**src/rtl/multdiv_unit.sv**
```systemverilog
// Iterative signed 32-bit multiply/divide unit: shift-add multiply, non-restoring divide.
// Define MULTDIV_RADIX4_EN to build the multiplier as radix-4 Booth (16 iterations).
`timescale 1ns/1ps
module multdiv_unit #(
   parameter int unsigned WIDTH = 32
) (
   input  logic             clock,
   input  logic             reset,
   input  logic [WIDTH-1:0] data_operandA,
   input  logic [WIDTH-1:0] data_operandB,
   input  logic             ctrl_MULT,
   input  logic             ctrl_DIV,
   output logic [WIDTH-1:0] data_result,
   output logic             data_exception,
   output logic             data_resultRDY
);

   typedef enum logic [1:0] {StIdle, StMulRun, StDivRun, StDone} state_e;

`ifdef MULTDIV_RADIX4_EN
   localparam logic [4:0] MulLast = 5'd15;
`else
   localparam logic [4:0] MulLast = 5'd31;
`endif
   localparam logic [4:0] DivLast = 5'd31;

   state_e      state_q, state_d;
   logic [4:0]  cnt_q, cnt_d;
   logic [63:0] acc_q, acc_d;
   logic [63:0] mcand_q, mcand_d;
   logic [32:0] mpl_q, mpl_d;
   logic [33:0] rem_q, rem_d;
   logic [31:0] quo_q, quo_d;
   logic [31:0] dvs_q, dvs_d;
   logic        neg_q, neg_d;
   logic [31:0] result_q, result_d;
   logic        exc_q, exc_d;

   logic [63:0] pp;
   logic [63:0] acc_sum;
   logic [33:0] rem_shift;
   logic [33:0] rem_next;
   logic [31:0] quo_next;
   logic [31:0] quo_fix;
   logic [31:0] a_mag;
   logic [31:0] b_mag;

   // Partial product for the current iteration.
   always_comb begin
      pp = '0;
`ifdef MULTDIV_RADIX4_EN
      case (mpl_q[2:0])
         3'b001, 3'b010: pp = mcand_q;
         3'b011:         pp = mcand_q << 1;
         3'b100:         pp = -(mcand_q << 1);
         3'b101, 3'b110: pp = -mcand_q;
         default:        pp = '0;
      endcase
`else
      // Bit 31 of a two's complement multiplier carries weight -2^31.
      if (mpl_q[0]) begin
         pp = (cnt_q == MulLast) ? -mcand_q : mcand_q;
      end
`endif
   end

   always_comb begin
      acc_sum   = acc_q + pp;
      rem_shift = {rem_q[32:0], quo_q[31]};
      rem_next  = rem_q[33] ? (rem_shift + {2'b00, dvs_q}) : (rem_shift - {2'b00, dvs_q});
      quo_next  = {quo_q[30:0], ~rem_next[33]};
      quo_fix   = neg_q ? -quo_next : quo_next;
      a_mag     = data_operandA[31] ? -data_operandA : data_operandA;
      b_mag     = data_operandB[31] ? -data_operandB : data_operandB;
   end

   always_comb begin
      state_d  = state_q;
      cnt_d    = cnt_q;
      acc_d    = acc_q;
      mcand_d  = mcand_q;
      mpl_d    = mpl_q;
      rem_d    = rem_q;
      quo_d    = quo_q;
      dvs_d    = dvs_q;
      neg_d    = neg_q;
      result_d = result_q;
      exc_d    = exc_q;

      unique case (state_q)
         StIdle, StDone: begin
            state_d = StIdle;
            if (ctrl_MULT) begin
               state_d = StMulRun;
               cnt_d   = '0;
               acc_d   = '0;
               mcand_d = {{32{data_operandA[31]}}, data_operandA};
`ifdef MULTDIV_RADIX4_EN
               mpl_d   = {data_operandB, 1'b0};
`else
               mpl_d   = {data_operandB[31], data_operandB};
`endif
            end else if (ctrl_DIV) begin
               state_d = StDivRun;
               cnt_d   = '0;
               rem_d   = '0;
               quo_d   = a_mag;
               dvs_d   = b_mag;
               neg_d   = data_operandA[31] ^ data_operandB[31];
            end
         end
         StMulRun: begin
            acc_d = acc_sum;
            cnt_d = cnt_q + 5'd1;
`ifdef MULTDIV_RADIX4_EN
            mcand_d = mcand_q << 2;
            mpl_d   = mpl_q >> 2;
`else
            mcand_d = mcand_q << 1;
            mpl_d   = mpl_q >> 1;
`endif
            if (cnt_q == MulLast) begin
               state_d  = StDone;
               result_d = acc_sum[31:0];
               exc_d    = ~((&acc_sum[63:31]) | ~(|acc_sum[63:31]));
            end
         end
         StDivRun: begin
            if (dvs_q == '0) begin
               state_d  = StDone;
               result_d = '0;
               exc_d    = 1'b1;
            end else begin
               rem_d = rem_next;
               quo_d = quo_next;
               cnt_d = cnt_q + 5'd1;
               if (cnt_q == DivLast) begin
                  state_d  = StDone;
                  result_d = quo_fix;
                  // A positive quotient of 2^31 only arises from MIN / -1.
                  exc_d    = ~neg_q & quo_next[31];
               end
            end
         end
         default: state_d = StIdle;
      endcase
   end

   always_ff @(posedge clock) begin
      if (reset) begin
         state_q  <= StIdle;
         cnt_q    <= '0;
         acc_q    <= '0;
         mcand_q  <= '0;
         mpl_q    <= '0;
         rem_q    <= '0;
         quo_q    <= '0;
         dvs_q    <= '0;
         neg_q    <= 1'b0;
         result_q <= '0;
         exc_q    <= 1'b0;
      end else begin
         state_q  <= state_d;
         cnt_q    <= cnt_d;
         acc_q    <= acc_d;
         mcand_q  <= mcand_d;
         mpl_q    <= mpl_d;
         rem_q    <= rem_d;
         quo_q    <= quo_d;
         dvs_q    <= dvs_d;
         neg_q    <= neg_d;
         result_q <= result_d;
         exc_q    <= exc_d;
      end
   end

   assign data_result    = result_q;
   assign data_exception = exc_q;
   assign data_resultRDY = (state_q == StDone);

endmodule

```
**config.mk**
```make
export PLATFORM = sky130hd
export DESIGN_NAME = multdiv_unit
export DESIGN_NICKNAME = d
export VERILOG_FILES = /design/src/rtl/multdiv_unit.sv
export SDC_FILE = /design/constraint.sdc
export NUM_CORES = 1
export LEC_CHECK = 0
export BUFFER_PORTS_ARGS = -buffer_cell sky130_fd_sc_hd__buf_2
export CAP_MARGIN = 25
export CORE_MARGIN = 1
export CORE_UTILIZATION = 65
export CTS_CLUSTER_SIZE = 24
export DETAILED_ROUTE_END_ITERATION = 6
export PLACE_DENSITY = 0.9
export SYNTH_ARGS = -nofsm -noshare
export SYNTH_HDL_FRONTEND = slang
export SYNTH_SLANG_ARGS = --single-unit
export TNS_END_PERCENT = 100
```
**constraint.sdc**
```tcl
create_clock -name clock -period 8.7 [get_ports clock]
set_input_delay 0.435 -clock clock [delete_from_list [all_inputs] [get_ports clock]]
set_output_delay 0.435 -clock clock [all_outputs]
set_load 0.03 [all_outputs]
```
==> qor.csv, run 1 <==
metric;value;unit
status;completed;
num_rows;67;
finalPower;0.00472;W
hold_buffers;0;
routedWlPerCell;20.4;µm
gr-total-overflow;0;
reg2reg_depth;20;
globalRouteTotalUtil;0.379;
die_x;186;µm
die-area;0.0348;mm²
crit_type;register to register;
cts_tree;done;
synth_edf_count;0;
cts_resized;0;
cts_root_buf;clkbuf_16;
skew;0.0191;ns
clkTransAtPathRegs;0.06;ns
setup_tns;0;ns
n_fill_cell;2599;
place_worst_setup_slack;1.40;ns
worst_ep_required_time;9.10;ns
final_common_cell;nor2_1;
synth_xor_area_frac;0.0954;
syn_avg_cell_area;7.58;µm²
regToRegEndpoint;data_exception;
crit_path_start_kind;register;
grt_pass1_vias;21013;
postSynthCellCount;2919;
dr.pass1.iters;6;
via_per_inst;6.74;
timing.rr.start;mcand_q[0];
vias;22740;
instances_no_fill;3372;
postRouteAntennaNets;0;
cts_sinks;300;
setup_viol;0;
rrSetupSlack;1.29;ns
htree_num_levels;2;
drtIter0Drc;2668;
drc;0;
fin_ws;1.29;ns
min-delay-start;data_operandB[0];
numPortBuffers;101;
hold_viol;0;
cp-end-kind;register;
layout.nets;3070;
dpl.hpwl;49.6;mm
max_freq;135;MHz
numCtsBuffers;35;
post-cts-setup-buffers;0;
area.sequential;0.00601;mm²
post-route-period-util;0.852;
clock_path_buffers;3;
placed_cells;3304;
grt_start_max_net_pins;111;
synth-simple-area-share;0.228;
drv_cap;0;
min_path_type;input port to register;
min_to;dvs_q[0];
ir_drop;189;µV
synth_area;0.0221;mm²
whs_path_depth;3;
rsz0062_at_grt;false;
critPathMaxFanout;10;
drt_wl_total;68.9;mm
synth_fa_ha_area_frac;0.0618;
arrival;7.81;ns
yosysSeqAreaShare;0.271;
synth_seq_cells;300;
leakage;9.57;nW
p_per_area;197;mW/mm²
tightest_slew;1.09;ns
yosys_warnings;0;
grt_pass1_wl;109;mm
io-pin-count;102;
area_growth;8.30;%
synth.distinct_cells;82;
multi_input_area;0.0152;mm²
gp_congestion;1.04;
start_util;0.660;
synth_top_family_by_area;compound AO/OA/AOI/OAI gates;
clk_latency;0.53;ns
synth_mux_area_frac;0.0373;
drive_gt1_frac;0.0777;
post-route-min-period;7.41;ns
slew-limit-headroom;0.276;
dieHeight;186;µm
synth_nets;3095;
yosys_most_used_dff;dfxtp_1;
final_cell_mix;nor2_1, dfxtp_1, nand2_1, a21oi_1, o21ai_0;
synth-compound-area-share;0.262;
async_flop_share;0;
drv_slew;0;
core_area;0.0335;mm²
antenna_found_initial;6;
==> cells by family (layout without fill, tap and decap cells) <==
family                   Yosys count  after routing
buffers and inverters            256            258
adder cells (fa/ha/maj)          108            108
multiplexers                      82             82
flip-flops                       300            300
other                              0              3
XOR/XNOR                         240            240
AND/OR/NAND/NOR                 1058           1058
AO/OA/AOI/OAI                    875            875
==> worst max-delay path: stages, from the launching register on <==
cell      delay, ns
dfxtp_1        0.35
or4_1          0.58
or4_1          0.54
nor4_2         0.55
nand4b_4       0.25
o41ai_1        0.76
a21oi_1        0.15
o21a_1         0.23
ha_1           0.44
and2_0         0.34
nand3_1        0.15
nor4_1         0.52
o311ai_0       0.25
o21bai_1       0.31
nand2_1        0.18
xnor2_1        0.13
or2_2          0.31
or4b_2         0.62
nor4_1         0.29
and4_1         0.25
nor3_2         0.04
==> stage by stage <==
stage | cell area [µm²] | hold WS, ns | utilization
6_report | 24000 | 0.239 | 0.715
5_1_grt | 24000 | 0.234 | 0.714
4_1_cts | 23900 | 0.227 | 0.714
3_5_place_dp | 22700 | 0.456 | 0.678
3_3_place_gp | 22700 | 0.444 | 0.677
2_1_floorplan | 22100 | 0.436 | -
==> area by class of cell <==
cell class | instances | area share
antenna | 3 | 0.000313
clock buffer | 50 | 0.0436
clock inverter | 14 | 0.00700
inverter | 70 | 0.0110
multi-input combinational | 2363 | 0.634
sequential | 300 | 0.251
tap | 448 | 0.0234
timing repair buffer | 124 | 0.0297
==> power by group <==
group          total, W  switching (W)  internal [W]
clock           0.00155       0.000625      0.000930
sequential      0.00169       0.000178       0.00152
combinational   0.00147       0.000925      0.000545
==> per-layer routing <==
layer,vias to the layer above,GRT usage,share of wire
met2,1218,0.604,0.45
met3,214,0.0604,0.10
met4,6,0.172,0.044
met5,-,0,0.00049
li1,10591,-,-
met1,10711,0.506,0.40
==> cells in the mapped netlist, types with 25 or more instances <==
cell type | count | share of area
nor2_1 | 388 | 0.066
dfxtp_1 | 300 | 0.27
nand2_1 | 249 | 0.042
a21oi_1 | 205 | 0.046
clkbuf_1 | 163 | 0.028
o21ai_0 | 152 | 0.034
a211oi_1 | 149 | 0.051
xnor2_1 | 133 | 0.053
ha_1 | 106 | 0.060
xor2_1 | 106 | 0.042
nor3_1 | 84 | 0.019
mux2i_1 | 78 | 0.035
a22oi_1 | 70 | 0.024
and2_1 | 70 | 0.020
inv_1 | 69 | 0.012
a21o_1 | 46 | 0.016
o31ai_1 | 44 | 0.015
nand3_1 | 43 | 0.0097
or3_1 | 43 | 0.012
o211ai_1 | 30 | 0.010
or4_1 | 25 | 0.0085
==> how the worst max path moves through the flow <==
stage	from	end	slack, ns	depth (start not counted)
global route	mcand_q[0]	data_exception	0.73	20
CTS	mcand_q[0]	data_exception	1.33	20
finish	mcand_q[0]	data_exception	1.29	20
global placement	mcand_q[0]	data_exception	1.55	20
floorplan	mcand_q[28]	data_exception	2.75	21
detailed placement	mcand_q[0]	data_exception	1.40	20
==> registers in the layout, summed over array words and instances (netlist names) <==
name            count
acc_q              64
mcand_q            64
rem_q              34
mpl_q              33
data_result        32
dvs_q              32
quo_q              32
cnt_q               5
state_q             2
data_exception      1
neg_q               1
(Power assumes the default switching activity.)
==> run 2, diff against run 1 <==
CELL_PAD_IN_SITES_DETAIL_PLACEMENT = 0   (was default)
CELL_PAD_IN_SITES_GLOBAL_PLACEMENT = 1   (was default)
CORE_UTILIZATION = 51   (was 65)
PLACE_DENSITY = 0.93   (was 0.9)
==> qor.csv, run 2 (synthesis gave the netlist of run 1 again) <==
metric;value;unit
n_fill_cell;3950;
slew-limit-headroom;0.318;
max_stage_delay;0.76;ns
numCtsBuffers;37;
crit_path_start_kind;register;
grt_pass1_vias;20684;
clkTransAtPathRegs;0.06;ns
core_area;0.0423;mm²
cts_tree;done;
numPortBuffers;101;
die_x;210;µm
leakage;9.59;nW
start_util;0.523;
p_per_area;196;mW/mm²
crit_type;register to register;
drc;0;
globalRouteTotalUtil;0.316;
area_growth;9.16;%
critPathMaxFanout;10;
use_met2;0.515;
ir_drop;180;µV
io-pin-count;102;
status;completed;
clock_path_buffers;3;
max_freq;130;MHz
rsz0062_at_grt;false;
arrival;8.14;ns
vias;21887;
setup_viol;0;
via_per_inst;6.25;
dpl.hpwl;52.0;mm
grt_pass1_wl;112;mm
skew;0.0203;ns
drv_slew;0;
dr.pass1.iters;6;
cp-end-kind;register;
die-area;0.0442;mm²
finalPower;0.00472;W
path_cells;or4_1 -> or4_1 -> nor4_2 -> nand4b_4 -> o41ai_1 -> a21oi_1 -> o21a_1 -> ha_1 -> and2_0 -> nand3_1 -> nor4_1 -> o311ai_0 -> o21bai_1 -> nand2_1 -> xnor2_1 -> or2_2 -> or4b_2 -> nor4_1 -> and4_1 -> nor3_2;
grt_util_met1;0.428;
drtIter0Drc;1850;
min_path_type;input port to register;
reg_top3;acc_q (64), mcand_q (64), rem_q (34);
cts_resized;0;
cts_root_buf;clkbuf_16;
setup_tns;0;ns
post-cts-setup-buffers;0;
hold_buffers;0;
worst_ep_required_time;9.12;ns
area.sequential;0.00601;mm²
num_rows;75;
drive_gt1_frac;0.0800;
postRouteAntennaNets;0;
cts_sinks;300;
antenna_found_initial;1;
multi_input_area;0.0152;mm²
routedWlPerCell;20.2;µm
final_common_cell;nor2_1;
gr-total-overflow;0;
layout.nets;3075;
drv_cap;0;
dieHeight;210;µm
grt-busiest-layer;met2;
cp_slowest_cell;o41ai_1;
grt_start_max_net_pins;109;
clk_latency;0.56;ns
final_cell_mix;nor2_1, dfxtp_1, nand2_1, a21oi_1, o21ai_0;
drt_wl_total;70.8;mm
post-route-period-util;0.887;
hold_viol;0;
grtUsageMet3;0.0451;
tightest_slew;1.02;ns
htree_num_levels;2;
gp_congestion;0.978;
post-route-min-period;7.71;ns
-- run 2: cell count changes in the layout (fill, tap and decap cells not counted), moves of 2 or more --
cell / delta
clkbuf_8: -4
buf_4: +3
clkbuf_16: +2
clkinv_2: +2
clkinvlp_4: +2
diode_2: -2
inv_6: -2
-- run 2: cell type report --
type | count | area share
Clock inverter | 17 | 0.00720
Antenna cell | 1 | 0.000104
Sequential cell | 300 | 0.249
Timing Repair Buffer | 127 | 0.0301
Multi-Input combinational cell | 2363 | 0.630
Tap cell | 577 | 0.0299
Clock buffer | 48 | 0.0434
Inverter | 70 | 0.0109
-- run 2: worst paths after layout --
kind,startpoint,to,slack (ns),depth (start not counted)
max reg2reg,mcand_q[0],data_exception,0.99,20
min reg2reg,data_result[2],data_result[2],0.46,2
min,data_operandA[0],mcand_q[0],0.19,3
max,mcand_q[0],data_exception,0.99,20
-- run 2: routing by layer --
layer	vias to the layer above	wire [µm]
li1	10594	-
met1	10422	31300
met2	747	32500
met3	124	5010
met4	0	1920
met5	-	0
-- run 2: power breakdown --
part,internal (W),switching (W)
logic,0.000553,0.000912
registers,0.00152,0.000179
clock network,0.000916,0.000648
-- run 2: stage by stage --
step | hold WS [ns] | cell area [µm²] | utilization | cells | worst slack (ns)
finish | 0.192 | 24100 | 0.571 | 3503 | 0.986
global route | 0.216 | 24100 | 0.571 | 3503 | 0.644
CTS | 0.173 | 24100 | 0.570 | 3501 | 1.15
detailed placement | 0.455 | 22900 | 0.541 | 3436 | 1.22
global placement | 0.444 | 22900 | 0.541 | 3435 | 1.16
floorplan | 0.436 | 22100 | - | 2919 | 2.75
-- run 2: critical path, delay by kind of cell (launching register included) --
family / cells / cell delay, ns
AOI/OAI and AO/OA: 5 / 1.76
DFF: 1 / 0.36
xor gates and xnor gates: 1 / 0.14
and+or+nand+nor: 13 / 4.86
adders and majority gates: 1 / 0.45
==> run 3, diff against run 2 <==
REMOVE_ABC_BUFFERS = 1   (was default)
==> qor.csv, run 3 (synthesis gave the netlist of run 1 again) <==
metric;value;unit
p_per_area;197;mW/mm²
final_cell_mix;nor2_1, dfxtp_1, nand2_1, a21oi_1, o21ai_0;
setup_viol;0;
min-delay-start;data_operandB[0];
gr-total-overflow;0;
vias;21854;
drv_slew;0;
start_util;0.523;
status;completed;
critPathMaxFanout;9;
clkTransAtPathRegs;0.06;ns
num_rows;75;
setup_tns;0;ns
skew;0.0139;ns
post-route-min-period;7.43;ns
min_to;dvs_q[0];
die-area;0.0442;mm²
crit_path_start_kind;register;
area_growth;9.41;%
post-cts-setup-buffers;0;
final_core_util;0.572;
clock_path_buffers;3;
fin_hold_ws;0.174;ns
leakage;9.62;nW
drc;0;
cts_root_buf;clkbuf_16;
min_path_type;input port to register;
numCtsBuffers;38;
numPortBuffers;101;
cts_tree;done;
n_fill_cell;4003;
rsz0062_at_grt;false;
reg2reg_depth;23;
cp_slowest_cell;a211oi_1;
whs_path_depth;3;
drive_gt1_frac;0.0812;
path_cells;or4_1 -> nor4_1 -> buf_4 -> nand2_1 -> nor2_1 -> nand2_1 -> nor4_1 -> a21oi_1 -> xor2_1 -> ha_1 -> and4_1 -> nand4_1 -> a211oi_1 -> or2_2 -> xor2_1 -> inv_1 -> ha_1 -> nand3_1 -> or4_1 -> o31ai_1 -> xnor2_1 -> a221oi_1 -> nor2_1;
via_per_inst;6.23;
postRouteAntennaNets;0;
core_area;0.0423;mm²
tightest_slew;0.991;ns
dieHeight;210;µm
drv_cap;0;
routedWlPerCell;20.1;µm
grt_pass1_vias;20621;
dr.pass1.iters;6;
hold_viol;0;
cts_resized;0;
dpl.hpwl;51.4;mm
reg_top3;acc_q (64), mcand_q (64), rem_q (34);
slew-limit-headroom;0.339;
ir_drop;148;µV
worstSetupStartpoint;dvs_q[2];
antenna_found_initial;1;
rrSetupSlack;1.27;ns
final_common_cell;nor2_1;
gp_congestion;0.973;
cp-end-kind;register;
timing.rr.start;dvs_q[2];
max_freq;135;MHz
grt_start_max_net_pins;94;
post-route-period-util;0.854;
max_stage_delay;0.76;ns
drtIter0Drc;1760;
die_x;210;µm
htree_num_levels;2;
crit_type;register to register;
grt_pass1_wl;112;mm
io-pin-count;102;
worst_ep_required_time;9.15;ns
drt_wl_total;70.6;mm
arrival;7.87;ns
globalRouteTotalUtil;0.315;
clk_latency;0.57;ns
layout.nets;3078;
hold_buffers;0;
regToRegEndpoint;data_result[28];
cts_sinks;300;
==> run 3: worst max-delay path by stage <==
| stage | end | depth (start not counted) |
|---|---|---|
| final | data_result[28] | 23 |
| after detailed placement | data_result[28] | 23 |
| after floorplan | rem_q[14] | 8 |
| after global placement | data_exception | 25 |
| after CTS | data_exception | 25 |
| after global routing | data_result[28] | 23 |
==> run 3: metal layers <==
metal | track usage | up-vias | wire (µm)
met5 | 0 | - | 0
met4 | 0.106 | 0 | 2070
met3 | 0.0542 | 125 | 4970
met2 | 0.520 | 738 | 32300
met1 | 0.415 | 10422 | 31200
li1 | - | 10569 | -
==> run 3: area by class of cell <==
class                   count  area (µm²)  area share
clock inverters            10         100     0.00414
multi-input cells        2363       15200       0.629
diodes                      1        2.50    0.000103
inverters                  70         263      0.0109
clock buffers              58        1160      0.0478
flip-flops and latches    300        6010       0.248
repair buffers            129         738      0.0305
well taps                 577         722      0.0298
==> run 3: report_power, final <==
part           total (W)  switching, W  internal [W]
Combinational    0.00147      0.000922      0.000547
Sequential       0.00170      0.000180       0.00152
Clock            0.00161      0.000663      0.000950
Total            0.00478       0.00177       0.00301
==> run 3: through the flow <==
stage               worst slack (ns)  cell area [µm²]  power (W)  instances
finish                          1.27            24200    0.00478       3508
global route                   0.856            24200    0.00502       3508
CTS                             1.34            24200    0.00477       3506
detailed placement              1.39            22900    0.00316       3438
global placement                1.61            22900    0.00312       3438
floorplan                       1.26            21400    0.00275       2733
==> run 3: worst max-delay path, delay by kind of cell (launching register included) <==
family | cells | cell delay (ns)
and+or+nand+nor | 12 | 3.67
AOI/OAI and AO/OA | 4 | 1.61
adders and majority gates | 2 | 0.76
xor gates and xnor gates | 3 | 0.50
buffers and inverters | 2 | 0.39
DFF | 1 | 0.36
